===== src/rtl/spi_slave_engine.sv =====
// -----------------------------------------------------------------------------
// spi_slave_engine
//
// Slave-side SPI transfer engine. An external master's SCK, slave select and
// MOSI are oversampled in the pclk domain. Words of 1..32 bits are shifted in
// both directions. Completed receive words and new transmit words move through
// valid/ready handshakes toward the APB register file. cpol/cpha/data_len mean
// the same thing here as they do in the master path.
//
// Ports
//   pclk, preset_n        system clock (>= 4x SCK), async active-low reset
//   enable                engine enable; ss_n is ignored while low
//   cpol, cpha            SCK idle level / sample on trailing edge when 1
//   lsb_first, data_len   bit order, word length minus one
//   s_clock, ss_n, mosi   serial inputs from the master (asynchronous)
//   miso, miso_oe         serial output and pad output enable
//   tx_data/valid/ready   transmit holding register handshake
//   rx_data/valid, rx_ack last received word (right-aligned) and its consume
//   transfer_complete     one-cycle pulse per finished word
//   busy                  frame in progress
//   overrun, underrun, frame_error  sticky error flags, cleared by err_clear
// -----------------------------------------------------------------------------
module spi_slave_engine #(
  parameter int DATA_WIDTH  = 32,
  parameter int SYNC_STAGES = 2
) (
  input  logic                  pclk,
  input  logic                  preset_n,
  input  logic                  enable,
  input  logic                  cpol,
  input  logic                  cpha,
  input  logic                  lsb_first,
  input  logic [4:0]            data_len,
  input  logic                  s_clock,
  input  logic                  ss_n,
  input  logic                  mosi,
  output logic                  miso,
  output logic                  miso_oe,
  input  logic [DATA_WIDTH-1:0] tx_data,
  input  logic                  tx_valid,
  output logic                  tx_ready,
  output logic [DATA_WIDTH-1:0] rx_data,
  output logic                  rx_valid,
  input  logic                  rx_ack,
  output logic                  transfer_complete,
  output logic                  busy,
  output logic                  overrun,
  output logic                  underrun,
  output logic                  frame_error,
  input  logic                  err_clear
);

  typedef enum logic {IDLE = 1'b0, ACTIVE = 1'b1} state_t;

  localparam logic [DATA_WIDTH-1:0] ONES = '1;

  state_t state, state_nxt;

  // Synchronizers plus one extra SCK flop for edge detection.
  logic [SYNC_STAGES-1:0] sclk_sync, ss_sync, mosi_sync;
  logic                   sclk_d;
  logic                   sclk_s, ss_s, mosi_s;
  // Set once a deasserted slave select has been seen; a frame already in
  // progress when reset is released must not be joined halfway through.
  logic                   armed;

  // Configuration captured while idle, frozen for the whole frame.
  logic                   cfg_cpol, cfg_cpha, cfg_lsb;
  logic [4:0]             cfg_len;

  logic [DATA_WIDTH-1:0]  hold_data;
  logic                   hold_valid;
  logic [DATA_WIDTH-1:0]  tx_shift;
  logic [DATA_WIDTH-1:0]  rx_shift;
  logic [4:0]             bit_cnt;
  logic                   first_pending;     // cpha=1: first leading edge repeats bit 0
  logic                   reload_pending;    // a word ended; next shift edge reloads
  logic                   underrun_pending;  // empty reload seen, flag once clocked
  logic                   word_end;

  logic sclk_rise, sclk_fall, lead_edge, trail_edge;
  logic sample_edge, shift_edge;
  logic start, stop, in_frame, last_bit;
  logic tx_push, tx_reload, load_word;
  logic underrun_set, overrun_set, frame_err_set;

  logic                  ld_lsb, ld_first;
  logic [4:0]            ld_len;
  logic [DATA_WIDTH-1:0] ld_word, ld_aligned, ld_rest, rx_word;

  // Distance between the top of the register and the top bit of a word.
  function automatic int align_shift(input logic [4:0] len);
    return DATA_WIDTH - 1 - int'(len);
  endfunction

  assign sclk_s = sclk_sync[SYNC_STAGES-1];
  assign ss_s   = ss_sync[SYNC_STAGES-1];
  assign mosi_s = mosi_sync[SYNC_STAGES-1];

  assign sclk_rise  = sclk_s & ~sclk_d;
  assign sclk_fall  = ~sclk_s & sclk_d;
  assign lead_edge  = cfg_cpol ? sclk_fall : sclk_rise;
  assign trail_edge = cfg_cpol ? sclk_rise : sclk_fall;

  assign in_frame    = (state == ACTIVE) && !stop;
  assign sample_edge = in_frame && (cfg_cpha ? trail_edge : lead_edge);
  assign shift_edge  = in_frame && (cfg_cpha ? lead_edge : trail_edge);
  assign last_bit    = (bit_cnt == cfg_len);

  assign tx_push   = tx_valid && !hold_valid;
  assign tx_reload = shift_edge && reload_pending;
  assign load_word = start || tx_reload;

  // A reload that happens in mode cpha=0 occurs on the edge that returns SCK
  // to idle after a word, even when the master is about to end the frame, so
  // an empty reload there is only flagged once the master clocks a bit of it.
  assign underrun_set  = (load_word && !hold_valid && (start || cfg_cpha)) ||
                         (sample_edge && underrun_pending);
  assign overrun_set   = word_end && rx_valid && !rx_ack;
  assign frame_err_set = stop && (bit_cnt != 5'd0);

  assign busy     = (state == ACTIVE);
  assign miso_oe  = (state == ACTIVE);
  assign tx_ready = !hold_valid;

  // ---------------------------------------------------------------------------
  // Input synchronizers and state register
  // ---------------------------------------------------------------------------
  // NOTE: every clocked block uses non-blocking assignments so all flops
  // sample the values from before the edge, independent of statement order.
  always_ff @(posedge pclk or negedge preset_n) begin
    if (!preset_n) begin
      sclk_sync <= '0;
      // Slave select resets to "selected": the engine only arms after it has
      // really observed ss_n high on the pin.
      ss_sync   <= '0;
      mosi_sync <= '0;
      sclk_d    <= 1'b0;
      armed     <= 1'b0;
      state     <= IDLE;
    end else begin
      sclk_sync <= {sclk_sync[SYNC_STAGES-2:0], s_clock};
      ss_sync   <= {ss_sync[SYNC_STAGES-2:0], ss_n};
      mosi_sync <= {mosi_sync[SYNC_STAGES-2:0], mosi};
      sclk_d    <= sclk_s;
      armed     <= armed | ss_s;
      state     <= state_nxt;
    end
  end

  // NOTE: every signal written here gets a default first, so no path through
  // the block leaves a value unassigned and no latch is inferred.
  always_comb begin
    state_nxt = state;
    start     = 1'b0;
    stop      = 1'b0;
    case (state)
      IDLE: begin
        if (!ss_s && enable && armed) begin
          state_nxt = ACTIVE;
          start     = 1'b1;
        end
      end
      ACTIVE: begin
        if (ss_s || !enable) begin
          state_nxt = IDLE;
          stop      = 1'b1;
        end
      end
      default: state_nxt = IDLE;
    endcase
  end

  // Word loaded into the tx shifter. On frame entry the live configuration is
  // used because it is being captured on that same edge. For MSB-first the
  // word is pre-aligned so its top bit sits in the register MSB.
  always_comb begin
    ld_lsb     = (state == IDLE) ? lsb_first : cfg_lsb;
    ld_len     = (state == IDLE) ? data_len : cfg_len;
    ld_word    = hold_valid ? hold_data : '0;
    ld_aligned = ld_word << align_shift(ld_len);
    ld_first   = ld_lsb ? ld_word[0] : ld_aligned[DATA_WIDTH-1];
    ld_rest    = ld_lsb ? (ld_word >> 1) : (ld_aligned << 1);
    // LSB-first words enter at the top and are shifted down; MSB-first words
    // enter at the bottom and stale upper bits are masked off.
    rx_word    = cfg_lsb ? (rx_shift >> align_shift(cfg_len))
                         : (rx_shift & (ONES >> align_shift(cfg_len)));
  end

  // ---------------------------------------------------------------------------
  // Shift datapath
  // ---------------------------------------------------------------------------
  always_ff @(posedge pclk or negedge preset_n) begin
    if (!preset_n) begin
      cfg_cpol         <= 1'b0;
      cfg_cpha         <= 1'b0;
      cfg_lsb          <= 1'b0;
      cfg_len          <= 5'd0;
      hold_data        <= '0;
      hold_valid       <= 1'b0;
      tx_shift         <= '0;
      miso             <= 1'b0;
      rx_shift         <= '0;
      bit_cnt          <= 5'd0;
      first_pending    <= 1'b0;
      reload_pending   <= 1'b0;
      underrun_pending <= 1'b0;
      word_end         <= 1'b0;
    end else begin
      word_end <= 1'b0;

      if (state == IDLE) begin
        cfg_cpol <= cpol;
        cfg_cpha <= cpha;
        cfg_lsb  <= lsb_first;
        cfg_len  <= data_len;
      end

      hold_valid <= (hold_valid && !load_word) || tx_push;
      if (tx_push) hold_data <= tx_data;

      if (load_word) begin
        tx_shift <= ld_rest;
        miso     <= ld_first;
      end

      if (start) begin
        bit_cnt          <= 5'd0;
        rx_shift         <= '0;
        first_pending    <= 1'b1;
        reload_pending   <= 1'b0;
        underrun_pending <= 1'b0;
      end else if (stop) begin
        miso             <= 1'b0;
        bit_cnt          <= 5'd0;
        first_pending    <= 1'b0;
        reload_pending   <= 1'b0;
        underrun_pending <= 1'b0;
      end else begin
        if (sample_edge) begin
          rx_shift <= cfg_lsb ? {mosi_s, rx_shift[DATA_WIDTH-1:1]}
                              : {rx_shift[DATA_WIDTH-2:0], mosi_s};
          underrun_pending <= 1'b0;
          if (last_bit) begin
            bit_cnt        <= 5'd0;
            word_end       <= 1'b1;
            reload_pending <= 1'b1;
          end else begin
            bit_cnt <= bit_cnt + 5'd1;
          end
        end
        if (shift_edge) begin
          first_pending <= 1'b0;
          if (reload_pending) begin
            reload_pending   <= 1'b0;
            underrun_pending <= !hold_valid && !cfg_cpha;
          end else if (!(cfg_cpha && first_pending)) begin
            miso     <= cfg_lsb ? tx_shift[0] : tx_shift[DATA_WIDTH-1];
            tx_shift <= cfg_lsb ? (tx_shift >> 1) : (tx_shift << 1);
          end
        end
      end
    end
  end

  // ---------------------------------------------------------------------------
  // Receive handshake and sticky flags
  // ---------------------------------------------------------------------------
  always_ff @(posedge pclk or negedge preset_n) begin
    if (!preset_n) begin
      rx_data           <= '0;
      rx_valid          <= 1'b0;
      transfer_complete <= 1'b0;
      overrun           <= 1'b0;
      underrun          <= 1'b0;
      frame_error       <= 1'b0;
    end else begin
      transfer_complete <= word_end;
      // An unread word is never overwritten; an ack in the same cycle frees it.
      if (word_end && (!rx_valid || rx_ack)) begin
        rx_data  <= rx_word;
        rx_valid <= 1'b1;
      end else if (rx_ack) begin
        rx_valid <= 1'b0;
      end
      overrun     <= overrun_set   || (overrun     && !err_clear);
      underrun    <= underrun_set  || (underrun    && !err_clear);
      frame_error <= frame_err_set || (frame_error && !err_clear);
    end
  end

endmodule


===== config.mk =====
export PLATFORM = sky130hd
export DESIGN_NAME = spi_slave_engine
export DESIGN_NICKNAME = d
export VERILOG_FILES = /design/src/rtl/spi_slave_engine.sv
export SDC_FILE = /design/constraint.sdc
export NUM_CORES = 1
export LEC_CHECK = 0
export CORE_MARGIN = 8
export CORE_UTILIZATION = 55
export CTS_CLUSTER_SIZE = 14
export DETAILED_ROUTE_END_ITERATION = 10
export HOLD_SLACK_MARGIN = 0.1
export PLACE_DENSITY = 0.76
export SYNTH_ARGS = -nofsm -noshare
export SYNTH_HDL_FRONTEND = slang
export SYNTH_SLANG_ARGS = --single-unit

===== constraint.sdc =====
create_clock -name pclk -period 2.99 [get_ports pclk]
set_input_delay 0.7475 -clock pclk [delete_from_list [all_inputs] [get_ports pclk]]
set_output_delay 0.7475 -clock pclk [all_outputs]
set_load 0.01 [all_outputs]

==> metrics.txt <==
status complete, no violations; Post-CTS Resized 0; CTS tree done; IO Pins 90; DP HPWL 29,040 um; Synth async-reset ratio 100.0%; DRT antenna net count 0; CTS Root Cell clkbuf_16; setup violators final 0; CTS buffer count 17; top-area cell type share of the netlist area 36.77%; Pre-antenna DRT Iters 7; Slowest Stage Delay on Critical Path 0.52 ns; MaxCap Viol Count 0; Worst R2R Path Depth 9; Final min period 2.908 ns; Post-synth EDFFs 0; worst clock skew 0.01206 ns; largest net degree at the start of global routing 121; Worst path depth 9; Hold Slack 0.2540 ns; Critical Path Most Common Cell o22ai_1; vias post-DR 10,620; Mapped Cells 1,143; post-CTS setup buffers 0; Max Clk Rate 343.9 MHz; Worst-path clk slew 0.08 ns; die area 24,690 um^2; Layout Area Growth over Synthesis 22.77%; proportion of layout cells with a drive suffix above 1 21.51%; power density over the cells 618.3 nW/um^2; # rows 51; DR DRC count 0; worst endpoint data arrival time 3.27 ns; max-slew violations 0; Peak supply drop 444.7 uV; cell family contributing the most delay on the critical path compound AO/OA/AOI/OAI gates; Synthesis Warnings 0; Worst path slowest cell o22ai_1; remaining global-route overflow 0; top area cells in the synthesized netlist dfrtp_1 37%, mux2i_1 9.2%, mux4_2 7.2%; port bufs 89; total track usage 32.15%; wire length per cell 25.32 um; crit-path cells clkdlybuf4s50_1 -> mux2i_2 -> inv_4 -> buf_12 -> mux2i_1 -> o22ai_1 -> o22ai_1 -> or3_1 -> a21oi_1; die height 157.1 um; CP Capture Type flip-flop; Placeable Area 19,530 um^2; CP max FO 17; Distinct cells, synth 80; syn_area_per_cell 9.585 um^2; vias per cell 6.858; H-tree lvl count 4; Rel. slew slack 54.64%; initial antenna violation count 0; Sink Count 161; Pleak 5.519 nW; Seq/Total Area, Yosys 36.77%; initial DRC count 1,638; Final Cycle Share 97.25%; first-pass GRT wire length 60,200 um; CP Class input pin to flip-flop; Slew @ Worst Pin 0.6633 ns; Mapped Area 10,960 um^2; final worst slack 0.08223 ns; startpoint types input pin; dpl ws -0.2921 ns; Hold Buf Count CTS 0; required time of the worst setup path 3.35 ns; RSZ-0062 raised after global routing false; post-synth top area cell dfrtp_1; final core utilization 68.88%; Die Wd 157.1 um; Synth Register Bits 161; Synthesized Nets 1,194; Min-Delay Path Class input pin to async pin; vias in the first global route 10,000; Most used DFF post-synth dfrtp_1; Final Hold Fails 0; Initial Utilization 56.11%; Max clock buf depth 2; Placer Congestion 0.9863; # fillers 1,542; WL final 39,200 um; buffers plus inverters on the worst setup path 3; Skew-Pair Late Insertion Delay 0.44 ns; final layout net count 1,321; Antenna Cells 0
-- placed cells by master (no fill, tap or decap), drive strengths merged, types with 12 or more instances in the layout --
cell	synthesis	layout
o22ai	54	54
o211ai	19	19
dfrtp	161	161
nor2b	19	19
nor2	55	55
nand3	52	52
inv	22	30
a221oi	13	13
clkdlybuf4s50	0	88
clkbuf	56	17
mux4	35	35
mux2i	107	107
mux2	56	56
o21ai	103	103
o221ai	12	12
buf	44	120
nand2	113	113
a21oi	63	63
-- registers in the layout, summed over array words and instances (netlist names), 2 cells and up --
name	flops
ss_sync	2
mosi_sync	2
hold_data	32
sclk_sync	2
bit_cnt	5
rx_shift	32
cfg_len	5
tx_shift	32
rx_data	32
-- logic make-up (layout without fill, tap and decap cells) --
logic type	count (synthesis)	in the layout	synth area share [%]
multiplexers	198	198	23.25
flip-flops	161	161	36.77
XOR/XNOR	8	8	0.6396
AO/OA/AOI/OAI	363	363	22.02
buffers and inverters	123	263	5.059
AND/OR/NAND/NOR	288	288	12.03
adder cells (fa/ha/maj)	2	2	0.2284
-- through the flow --
stage | std cells | cell area (um^2) | power [mW] | setup TNS, ns
floorplan | 1143 | 10960 | 4.606 | 0
global placement | 1516 | 12840 | 5.974 | -1.516
detailed placement | 1516 | 12840 | 5.976 | -1.726
CTS | 1548 | 13450 | 8.229 | 0
global route | 1548 | 13450 | 8.627 | 0
finish | 1548 | 13450 | 8.317 | 0
-- final timing paths --
check                             start            to  slack (ns)
max                         data_len[0]  tx_shift[16]        0.08
max reg2reg                        busy  tx_shift[27]        0.23
min                            preset_n    rx_data[8]        0.25
max in group asynchronous      preset_n  tx_shift[29]        1.97
min reg2reg                mosi_sync[0]  mosi_sync[1]        0.35
min in group pclk          mosi_sync[0]  mosi_sync[1]        0.35
-- synthesized netlist by cell type, drive strengths merged, types with 22 or more instances --
| cell | number |
|---|---|
| o22ai | 54 |
| buf | 44 |
| inv | 22 |
| a21oi | 63 |
| mux4 | 35 |
| nand2 | 113 |
| o21ai | 103 |
| nand3 | 52 |
| mux2i | 107 |
| clkbuf | 56 |
| mux2 | 56 |
| nor2 | 55 |
| dfrtp | 161 |
-- report_power, final --
part           switching, mW  internal, mW  leakage, nW  total (mW)
registers              0.580          2.54         2.06        3.12
clock network           1.13          1.14        0.295        2.27
logic                   1.56          1.36         3.16        2.92
-- layout make-up --
class | count | area [um^2] | area share [%]
Multi-Input combinational cell | 859 | 6387 | 47.49
Sequential cell | 161 | 4035 | 30.00
Timing Repair Buffer | 208 | 1998 | 14.86
Clock buffer | 17 | 425.4 | 3.163
Tap cell | 265 | 331.6 | 2.465
Clock inverter | 15 | 183.9 | 1.367
Inverter | 23 | 88.84 | 0.6605
-- worst reg2reg max path, stage by stage (launching register included) --
cell       delay (ns)
dfrtp_1          0.48
buf_4            0.31
nor3b_1          0.26
nor2_1           0.10
buf_4            0.16
a2111oi_0        0.59
buf_4            0.24
a211oi_1         0.06
nor3_1           0.28
o221a_2          0.24
-- per-layer routing --
metal  GRT usage [%]  up-vias  share of wire, %
li1                -     4598                 -
met1           46.86     5230                43
met2           44.81      692                41
met3           8.747       96                12
met4           11.38        0               3.1
met5               0        -                 0
(Power assumes the default switching activity.)
==> RTL change 1 (same settings) <==
The parameter `DATA_WIDTH` goes from 32 to 28.
--- a/src/rtl/spi_slave_engine.sv
+++ b/src/rtl/spi_slave_engine.sv
@@ -21,7 +21,7 @@
 //   overrun, underrun, frame_error  sticky error flags, cleared by err_clear
 // -----------------------------------------------------------------------------
 module spi_slave_engine #(
-  parameter int DATA_WIDTH  = 32,
+  parameter int DATA_WIDTH  = 28,
   parameter int SYNC_STAGES = 2
 ) (
   input  logic                  pclk,
Ports: changed (resized rx_data and tx_data); port bits go from 90 to 82. The function was not compared with the original's and may differ.
==> RTL change 1 against the original RTL <==
  * Worst setup slack improved by 0.049 ns
  * Power fell by 8.6%
  * Design area fell by 8.9%
  * Routed wire length fell by 17%
  * Area after synthesis fell by 9.1%
  * First-iteration DRC count fell by 31%
  * Sequential cell count fell by 16
==> RTL change 1: results (changes against the original RTL) <==
[drt]
firstDrtPassIters=6  ; -1
drt_iter0_drc=1123  ; -31%
drt-vias-per-instance=6.65  ; -3.0%
post_drt_wl_per_cell_microns=22.8  ; -9.9%

[global_route]
grt_pass1_wl_microns=51600  ; -14%
grt_max_degree=92  ; -24%

[placed_design]
hpwl_microns=24100  ; -17%
port-buffer-count=81  ; -9.0%

[worst_setup_path]
slowest_stage=clkdlybuf4s50_1
rrSetupSlack_ns=0.31  ; +0.08 ns
critPathTopFamily=buffers and inverters
crit_path_max_incr_delay_ns=0.47  ; -0.05 ns
path_max_fanout=15  ; -2

[pwr]
powerComb_mw=2.56  ; -12%
peakVddDrop_mv=0.480  ; +7.9%
power_mw=7.60  ; -8.6%
leakage_nw=5.07  ; -8.1%
internal_power_mw=4.80  ; -4.9%

[synthesis]
yosys-top-cells-count=dfrtp_1 (145), nand2_1 (114), mux2i_1 (94)
synth_nets=1108  ; -7.2%
synth_area_leaders=dfrtp_1 (36%), mux2i_1 (9.4%), mux2_2 (6.3%), mux4_2 (5.0%), nand2_1 (4.3%)
synth_adder_area_share=0.00502  ; +0.00274
synth-xor-area-share=0.00879  ; +0.00240
synthMuxAreaShare=0.213  ; -0.0191
synth_compound_area_frac=0.216  ; -0.00439

[final_layout]
layout-drive-gt1-share=0.203  ; -0.0124
nets=1231  ; -6.8%

[outcome]
status=finished, final reports clean

==> RTL change 1: worst paths after layout <==
kind	start	depth (start not counted)	to
max	data_len[2]	9	tx_shift[9]$_DFF_PN0_
min	preset_n	1	rx_data[3]$_DFFE_PN0P_
max reg2reg	busy$_DFF_PN0_	9	tx_shift[20]$_DFF_PN0_
min reg2reg	sclk_sync[0]$_DFF_PN0_	0	sclk_sync[1]$_DFF_PN0_
max in group asynchronous	preset_n	2	tx_shift[2]$_DFF_PN0_
min in group pclk	sclk_sync[0]$_DFF_PN0_	0	sclk_sync[1]$_DFF_PN0_
==> RTL change 1: area by class of cell <==
cell class                 instances  area (sq um)
tap                              229           287
multi-input combinational        807          5940
fill                            1459          5590
clock buffer                      19           443
inverter                          20          75.1
timing repair buffer             191          1730
sequential                       145          3630
clock inverter                    12           146
==> RTL change 1: logic make-up (layout without fill, tap and decap cells) <==
| family | after synthesis | after routing |
|---|---|---|
| flops | 145 | 145 |
| fa+ha+maj | 4 | 4 |
| mux | 175 | 175 |
| buf+inv | 107 | 242 |
| simple gates | 305 | 305 |
| xor+xnor | 10 | 10 |
| compound gates | 313 | 313 |
==> RTL change 1: routing by layer <==
metal,GRT usage,vias up,routed length (microns)
li1,-,4295,-
met2,0.433,516,14600
met5,0,-,0
met1,0.407,4584,13900
met4,0.114,0,979
met3,0.0625,72,2950
==> RTL change 1: stage by stage <==
step           instances  utilization  worst slack, ns  hold WS [ns]  instance area, sq um
6_report            1423        0.687            0.131         0.218                 12300
5_1_grt             1423        0.687           0.0734         0.246                 12300
4_1_cts             1423        0.686           0.0420         0.230                 12200
3_5_place_dp        1392        0.653           -0.306         0.337                 11700
3_3_place_gp        1392        0.653           -0.310         0.332                 11700
2_1_floorplan       1059            -           0.0343         0.331                  9990
==> RTL change 2 (config.mk and constraints unchanged) <==
Made on the original files. Reset style: synchronous (`preset_n`), changed in 3 clocked blocks. Comments in the files are not updated.
--- a/src/rtl/spi_slave_engine.sv
+++ b/src/rtl/spi_slave_engine.sv
@@ -128,7 +128,7 @@
   // ---------------------------------------------------------------------------
   // NOTE: every clocked block uses non-blocking assignments so all flops
   // sample the values from before the edge, independent of statement order.
-  always_ff @(posedge pclk or negedge preset_n) begin
+  always_ff @(posedge pclk) begin
     if (!preset_n) begin
       sclk_sync <= '0;
       // Slave select resets to "selected": the engine only arms after it has
@@ -190,7 +190,7 @@
   // ---------------------------------------------------------------------------
   // Shift datapath
   // ---------------------------------------------------------------------------
-  always_ff @(posedge pclk or negedge preset_n) begin
+  always_ff @(posedge pclk) begin
     if (!preset_n) begin
       cfg_cpol         <= 1'b0;
       cfg_cpha         <= 1'b0;
@@ -266,7 +266,7 @@
   // ---------------------------------------------------------------------------
   // Receive handshake and sticky flags
   // ---------------------------------------------------------------------------
-  always_ff @(posedge pclk or negedge preset_n) begin
+  always_ff @(posedge pclk) begin
     if (!preset_n) begin
       rx_data           <= '0;
       rx_valid          <= 1'b0;
Check against the original RTL: differs if preset_n is asserted again (counterexample within 4 cycles, from zero or initial values and one cycle with preset_n low); with preset_n held inactive, the same outputs for 4 cycles.
==> RTL change 2 against the original RTL <==
  * Sequential share of layout area decreased by 4.6 points
  * Design area decreased by 5.3%
  * Clock skew increased by 0.0035 ns
  * Final cell count increased by 2.7%
  * Worst setup slack improved by 0.17 ns
  * Area after synthesis decreased by 3.6%
  * Die area decreased by 3.2%
  * Via count increased by 2.8%
  * Synthesized cell count increased by 9.5%
  * Critical path depth decreased by 1
  * Sequential cell count unchanged
  * Utilization decreased by 1.0 points
  * Routed wire length decreased by 0.46%
  * Critical path type unchanged
Power is not compared: it rests on default switching activity, and its combinational part moved more than twofold at a synthesized area within 25%.
==> RTL change 2: results (changes against the original RTL) <==
[outcome]
status=finished, final reports clean

[worst_setup_path]
crit_path_max_incr_delay_ns=0.55  ; +0.03 ns
slowest_stage=mux4_2
rrSetupSlack_ns=0.39  ; +0.16 ns
path_max_fanout=21  ; +4
arrival_ns=3.05  ; -0.22 ns
critPathTopFamily=multiplexers
r2r_start=busy$_SDFF_PN0_
rr_endpoint=tx_shift[16]$_SDFF_PN0_
r2r_cells=7  ; -2

[global_route]
grt_max_degree=73  ; -40%
track_usage=0.327  ; +0.00564

[drt]
drt-vias-per-instance=6.86  ; about the same
drt_iter0_drc=1518  ; -7.3%
firstDrtPassIters=6  ; -1
post_drt_wl_per_cell_microns=24.5  ; -3.1%

[placed_design]
place_ws_ns=-0.180  ; +0.112 ns
gp_congestion=1.02  ; +3.7%
placedCellCount=1558  ; +2.8%
placed_area_sq_um=12100  ; -5.5%
hpwl_microns=28700  ; -1.1%

[synthesis]
synth_compound_area_frac=0.238  ; +0.0182
synthMuxAreaShare=0.220  ; -0.0123
synth_nets=1303  ; +9.1%
seq_area_frac_synth=0.305  ; -0.0626
synth-xor-area-share=0.00829  ; +0.00190
synth_adder_area_share=0.00237  ; +0.0000852
ys_types=71  ; -11%
async_reset_ff_frac=0  ; -1.00
yosys-top-cells-count=nand2_1 (186), dfxtp_1 (161), a21oi_1 (116)
synth_area_leaders=dfxtp_1 (31%), mux4_2 (12%), mux2i_1 (6.6%), nand2_1 (6.6%), a21oi_1 (5.5%)
avgSynthCellArea_sq_um=8.44  ; -12%

[timing]
fin_crit_ns=2.74  ; -0.168 ns
hold_slack_ns=0.440  ; +0.186 ns
slew_headroom=0.609  ; +0.0630
finClkSkew_ns=0.0156  ; +0.00352 ns

[final_layout]
multi_input_area_sq_um=6840  ; +7.1%
layout-drive-gt1-share=0.171  ; -0.0440
nets=1394  ; +5.5%

## RTL change 2: cell types whose count changed after synthesis, moves of 30 or more
cell / change
dfrtp_1: -161
dfxtp_1: +161
nand2_1: +74
a21oi_1: +53
nor2_1: +50
o21ai_0: -46
mux2i_1: -31
o22ai_1: -31
a211oi_1: +30
## RTL change 2: routing by layer
layer,share of wire,up-vias,GRT usage,wire length (microns)
li1,-,4893,-,-
met1,0.43,5183,0.475,16800
met2,0.41,744,0.454,16100
met3,0.13,93,0.0892,5050
met4,0.026,0,0.113,997
met5,0,-,0,0
## RTL change 2: area by class of cell
cell class	instances	area share
multi-input cells	967	0.537
clock buffers	17	0.0334
clock inverters	15	0.0140
inverters	10	0.00295
well taps	234	0.0230
repair buffers	186	0.136
flip-flops and latches	161	0.254
## RTL change 2: worst register-to-register path: cells and delay by family, from the launching register on
family	cells	cell delay, ns
DFF	1	0.56
and+or+nand+nor	1	0.10
buffers and inverters	1	0.15
AOI/OAI and AO/OA	3	0.84
muxes	2	0.82
